===== src/rtl/pwm_duty_scheduler.sv =====
// Duty-cycle sequencer for the 8-bit PWM: sample FIFO, soft-start/stop ramps,
// and one duty update per PWM period, applied on the counter wrap.
module pwm_duty_scheduler #(
   parameter int unsigned FIFO_DEPTH  = 4,
   parameter int unsigned PERIOD_BITS = 8,
   parameter int unsigned RAMP_STEP   = 1,
   parameter int unsigned MID_DUTY    = 128
) (
   input  logic       ipClk,
   input  logic       ipReset,
   input  logic       ipEnable,
   input  logic [7:0] ipSample,
   input  logic       ipSampleValid,
   output logic       opSampleReady,
   output logic [7:0] opDutyCycle,
   output logic       opPeriodStart,
   output logic       opUnderrun,
   output logic [1:0] opState
);

   localparam int unsigned DUTY_W = 8;
   localparam int unsigned SUM_W  = DUTY_W + 1;
   localparam int unsigned AW     = $clog2(FIFO_DEPTH);
   localparam int unsigned CW     = AW + 1;

   localparam logic [PERIOD_BITS-1:0] CNT_MAX  = '1;
   localparam logic [DUTY_W-1:0]      STEP_D   = DUTY_W'(RAMP_STEP);
   localparam logic [DUTY_W-1:0]      MID_D    = DUTY_W'(MID_DUTY);
   localparam logic [SUM_W-1:0]       MID_S    = SUM_W'(MID_DUTY);
   localparam logic [CW-1:0]          FULL_CNT = CW'(FIFO_DEPTH);

   localparam logic [1:0] ST_IDLE      = 2'b00;
   localparam logic [1:0] ST_RAMP_UP   = 2'b01;
   localparam logic [1:0] ST_RUN       = 2'b10;
   localparam logic [1:0] ST_RAMP_DOWN = 2'b11;

   logic [PERIOD_BITS-1:0] r_cnt;
   logic [1:0]             r_state;
   logic [DUTY_W-1:0]      r_duty;
   logic                   r_pstart;
   logic                   r_underrun;
   logic                   r_ready;
   logic [DUTY_W-1:0]      r_mem [FIFO_DEPTH];
   logic [AW-1:0]          r_wr_ptr;
   logic [AW-1:0]          r_rd_ptr;
   logic [CW-1:0]          r_count;

   logic [PERIOD_BITS-1:0] w_cnt_nxt;
   logic                   w_boundary;
   logic [1:0]             w_state_nxt;
   logic [DUTY_W-1:0]      w_duty_nxt;
   logic [SUM_W-1:0]       w_sum;
   logic                   w_pop;
   logic                   w_push;
   logic                   w_flush;
   logic                   w_underrun_nxt;
   logic [CW-1:0]          w_count_nxt;
   logic                   w_ready_nxt;

   assign w_cnt_nxt  = r_cnt + PERIOD_BITS'(1);
   assign w_boundary = (r_cnt == CNT_MAX);
   assign w_sum      = SUM_W'(r_duty) + SUM_W'(STEP_D);

   // Next state and duty; everything holds except on the period boundary
   always_comb begin
      w_state_nxt    = r_state;
      w_duty_nxt     = r_duty;
      w_pop          = 1'b0;
      w_flush        = 1'b0;
      w_underrun_nxt = 1'b0;
      if (w_boundary) begin
         case (r_state)
            ST_IDLE: begin
               w_duty_nxt = '0;
               if (ipEnable) w_state_nxt = ST_RAMP_UP;
            end
            ST_RAMP_UP: begin
               if (!ipEnable) begin
                  w_state_nxt = ST_RAMP_DOWN;
               end else if (w_sum >= MID_S) begin
                  w_duty_nxt  = MID_D;
                  w_state_nxt = ST_RUN;
               end else begin
                  w_duty_nxt = w_sum[DUTY_W-1:0];
               end
            end
            ST_RUN: begin
               if (!ipEnable) begin
                  w_state_nxt = ST_RAMP_DOWN;
               end else if (r_count != '0) begin
                  w_pop      = 1'b1;
                  w_duty_nxt = r_mem[r_rd_ptr];
               end else begin
                  w_underrun_nxt = 1'b1;
               end
            end
            default: begin
               if (r_duty <= STEP_D) begin
                  w_duty_nxt  = '0;
                  w_state_nxt = ST_IDLE;
                  w_flush     = 1'b1;
               end else begin
                  w_duty_nxt = r_duty - STEP_D;
               end
            end
         endcase
      end
   end

   // FIFO occupancy and the registered ready that follows it
   always_comb begin
      w_push      = ipSampleValid && r_ready;
      w_count_nxt = w_flush ? '0 : (r_count + CW'(w_push) - CW'(w_pop));
      w_ready_nxt = (w_count_nxt != FULL_CNT) &&
                    ((w_state_nxt == ST_RAMP_UP) || (w_state_nxt == ST_RUN));
   end

   always_ff @(posedge ipClk or negedge ipReset) begin
      if (!ipReset) begin
         r_cnt      <= '0;
         r_state    <= ST_IDLE;
         r_duty     <= '0;
         r_pstart   <= 1'b0;
         r_underrun <= 1'b0;
         r_ready    <= 1'b0;
         r_count    <= '0;
         r_wr_ptr   <= '0;
         r_rd_ptr   <= '0;
      end else begin
         r_cnt      <= w_cnt_nxt;
         r_pstart   <= (w_cnt_nxt == CNT_MAX);
         r_state    <= w_state_nxt;
         r_duty     <= w_duty_nxt;
         r_underrun <= w_underrun_nxt;
         r_ready    <= w_ready_nxt;
         r_count    <= w_count_nxt;
         if (w_flush) begin
            r_wr_ptr <= '0;
            r_rd_ptr <= '0;
         end else begin
            if (w_push) r_wr_ptr <= r_wr_ptr + AW'(1);
            if (w_pop)  r_rd_ptr <= r_rd_ptr + AW'(1);
         end
      end
   end

   always_ff @(posedge ipClk) begin
      if (w_push) r_mem[r_wr_ptr] <= ipSample;
   end

   assign opSampleReady = r_ready;
   assign opDutyCycle   = r_duty;
   assign opPeriodStart = r_pstart;
   assign opUnderrun    = r_underrun;
   assign opState       = r_state;

endmodule

===== config.mk =====
export PLATFORM = sky130hd
export DESIGN_NAME = pwm_duty_scheduler
export DESIGN_NICKNAME = d
export VERILOG_FILES = /design/src/rtl/pwm_duty_scheduler.sv
export SDC_FILE = /design/constraint.sdc
export NUM_CORES = 1
export LEC_CHECK = 0
export CAP_MARGIN = 20
export CORE_AREA = 2 2 96 98
export DETAILED_ROUTE_END_ITERATION = 10
export DIE_AREA = 0 0 98 100
export PLACE_DENSITY = 0.59
export SYNTH_ARGS = -nofsm -noshare
export SYNTH_HDL_FRONTEND = slang
export SYNTH_SLANG_ARGS = --single-unit

===== constraint.sdc =====
create_clock -name ipClk -period 5.29 [get_ports ipClk]
set_input_delay 0.7935 -clock ipClk [delete_from_list [all_inputs] [get_ports ipClk]]
set_output_delay 0.7935 -clock ipClk [all_outputs]
set_load 0.02 [all_outputs]

==> implementation parameters <==
Parameter                              Value

Synth
  Synthesized instance count ... approximately 240
  Area share of the largest cell type after synthesis ... 0.3217
  Leading area contributor after synthesis ... edfxtp_1
  Most common library cells after synthesis ... edfxtp_1 (32), dfrtp_1 (28), nor2_1 (16)
  Dominant cells by area after synthesis ... edfxtp_1 (32%), dfrtp_1 (23%), mux4_2 (6.0%)
  Async set-reset flop share out of synthesis ... 0.4667
  Top flip-flop cell by instance count after synthesis ... edfxtp_1
  Share of the yosys chip area belonging to registers ... 0.5563
  Mean Syn Cell Area ... 12.66 um^2
  Synthesized flop and latch total ... 60
  Cell with the most instances after synthesis ... edfxtp_1
  Mapped Nets ... 260
  Yosys synthesis warning count ... 0
  Number of enable-type register cells in the synthesized netlist ... 32
  Post-synthesis instance area ... 2987 um^2
  Count of different cell masters after synthesis ... 59

Clock tree
  Count of clock tree sinks ... 60
  Hold Buf Count CTS ... 0
  Root buffer cell ... clkbuf_8
  TritonCTS Buffers ... 9
  CTS tree ... built
  Number of levels in the clock H-tree ... 3
  Buffers inserted during post-CTS setup optimization ... 0
  Insertion delay to the later sink of the worst-skew pair ... 0.33 ns
  # resized after CTS ... 0
  Clock slew at the register clock pins of the worst setup and hold paths ... 0.07 ns
  Maximum clock path buffer count ... 2

Final layout
  Final design utilization ... 0.3968
  Fillers ... 855
  Area of the multi-input gates ... 1219 um^2
  Ratio of cells with drive above 1 in the final layout ... 0.1316
  Inserted Diodes ... 0
  Reg area ... between 1500 and 2000 um^2
  Fin nets ... 285
  Post-synthesis to final-layout area growth ... 18.10%

GRT
  Total grt overflow ... 0
  Gr busiest metal ... met2
  Wire length of the first global-routing pass ... 9.660 mm
  Met3 layer usage reported by global route ... 0.03830
  Antenna violations before repair ... 0
  Maximum number of pins on one net before global-route repair ... 29
  Global Route met1 Usage ... 0.1657
  Vias in the first global route ... 1907
  Gr usage total ... 0.1282
  Met2 Resource Use GR ... 0.2018

Detailed routing
  Antenna-violating nets left ... 0
  Total DRC errors in the routed layout ... 0
  Pre-antenna DRT Iters ... 4
  Initial detailed-routing violation count ... between 100 and 150
  Via count normalized by instance count ... 5.196
  Total length of routed wires ... 5.804 mm
  Detail-routed net length per standard cell ... between 15 and 20 um
  Routed vias ... around 2000

Floorplanning
  Die ar. ... 9800 um^2
  Height of the die ... around 100 um
  Number of core rows ... 35
  I/O pin count ... 25
  Placeable core region ... 8890 um^2
  Initial cell density of the core ... 0.3360
  Die Wd ... 98 um

Placed design
  Post-detailed-placement half-perimeter wirelength ... around 4.0 mm
  Final weighted congestion of routability-driven global placement ... a little under 0.9
  Count of port buffers added during placement ... 24
  Post-Place Setup Slack ... roughly 2 ns

Setup path
  Critical path startpoint category ... register
  Crit end category ... register
  Endpoint arrival time on the critical path ... between 3 and 4 ns
  Critical Path Fanout Max ... 10
  Class of the most critical setup path ... reg -> reg
  CP Data Required Time ... 5.51 ns

Min path
  Path class of the lowest-slack min-delay path ... reg -> reg

Power and ir drop
  Static power due to leakage ... around 1.3 nW
  Worst IR Drop VDD ... 0.1872 mV
  Total Power Consumption ... around 1.2 mW
  Pwr Density ... 344.6 nW/um^2

Timing
  Portion of the clock cycle consumed by the worst path in the final layout ... 0.5944
  Final critical-path required period ... approximately 3.1 ns
  Worst-case setup margin in the final layout ... 2.145 ns
  Max Slew Vio Count ... 0
  Final-layout setup total negative slack ... 0 ns
  Worst Max-Slew Pin Slew ... 0.6297 ns
  Largest clock skew in the final design ... 0.01010 ns
  Normalized max-slew margin ... 0.5802
  Final setup fails ... 0
  Number of endpoints with negative hold slack in the final report ... 0
  RSZ-0062 raised after global routing ... false
  Highest Clock Rate ... between 0.3 and 0.4 GHz

Job
  Max-capacitance violation count ... 0

Run status
  Run status ... finished clean
-- flip-flops by register name, summed over array words and instances (netlist names) --
signal / count
opDutyCycle: 8
opPeriodStart: 1
opSampleReady: 1
opState: 2
opUnderrun: 1
r_cnt: 8
r_count: 3
r_mem: 32
r_rd_ptr: 2
r_wr_ptr: 2
-- through the flow --
step           hold WS [ns]  area [um^2]  cells
6_report             0.4897         3527    377
5_1_grt              0.5352         3527    377
4_1_cts              0.4916         3527    377
3_5_place_dp         0.4797         3312    361
3_3_place_gp         0.4738         3312    361
2_1_floorplan        0.4530         2987    236
-- cells in the final DEF, fill, tap and decap left out, types with 2 or more instances in the layout --
master / synthesis / final
ha_1: 11 / 11
mux4_2: 8 / 8
nor2b_1: 2 / 2
o2bb2ai_1: 2 / 2
clkbuf_8: 0 / 9
and3_1: 7 / 7
and2_1: 2 / 2
nand3_1: 10 / 10
nor3_1: 3 / 3
bufinv_16: 0 / 2
nand2_1: 11 / 11
nor4_1: 3 / 3
a22o_1: 2 / 2
o21a_1: 2 / 2
dfrtp_1: 28 / 28
o31ai_1: 2 / 2
xnor2_1: 7 / 7
nand3b_1: 2 / 2
nor2_1: 16 / 16
o21ai_0: 11 / 11
xor2_1: 6 / 6
or4_1: 3 / 3
a311oi_1: 2 / 2
inv_1: 12 / 12
o211ai_1: 2 / 2
a22oi_1: 3 / 3
clkdlybuf4s50_1: 0 / 24
clkinv_2: 0 / 3
nand4_1: 2 / 2
a21oi_1: 6 / 6
edfxtp_1: 32 / 32
-- final timing paths --
check,endpoint,from,slack (ns),cells past startpoint
worst min register to register,r_cnt[7],r_cnt[7],0.49,1
worst min-delay path,r_cnt[7],r_cnt[7],0.49,1
worst max register to register,opSampleReady,r_cnt[1],2.15,13
worst max-delay path,opSampleReady,r_cnt[1],2.15,13
max in group asynchronous,opDutyCycle[4],ipReset,4.16,2
min in group asynchronous,r_cnt[3],ipReset,0.84,2
-- cell families after synthesis --
family          count (synthesis)  share of synthesized area
fa+ha+maj                      12                    0.05279
buf+inv                        23                    0.03561
compound gates                 46                     0.1152
mux                             8                    0.06033
simple gates                   74                     0.1416
flops                          60                     0.5563
xor+xnor                       13                    0.03812
-- layout make-up --
type,count,share of cell area
sequential,60,0.4711
tap,111,0.03938
clock inverter,7,0.02590
clock buffer,9,0.03512
inverter,12,0.01277
timing repair buffer,25,0.07024
multi-input combinational,153,0.3455
-- per-layer routing --
layer	share of wire	wire [um]	vias up
met5	0	0	-
met1	0.46	2658	956
met2	0.49	2858	52
met4	0.0081	47	0
met3	0.041	240	5
li1	-	-	946
-- critical path, cell delays in order, from the launching register on --
cell      delay, ns
dfrtp_1        0.38
ha_1           0.19
nand3_1        0.18
nor3_4         0.40
and4_1         0.34
ha_1           0.25
inv_1          0.05
ha_1           0.13
inv_1          0.05
fa_1           0.37
xor2_1         0.17
xnor2_1        0.13
nor2_1         0.06
a311oi_1       0.31
-- where the power goes --
part / internal [mW] / switching, mW
Clock: 0.263 / 0.182
Sequential: 0.566 / 0.0319
Combinational: 0.0759 / 0.0966
(Power assumes the default switching activity.)
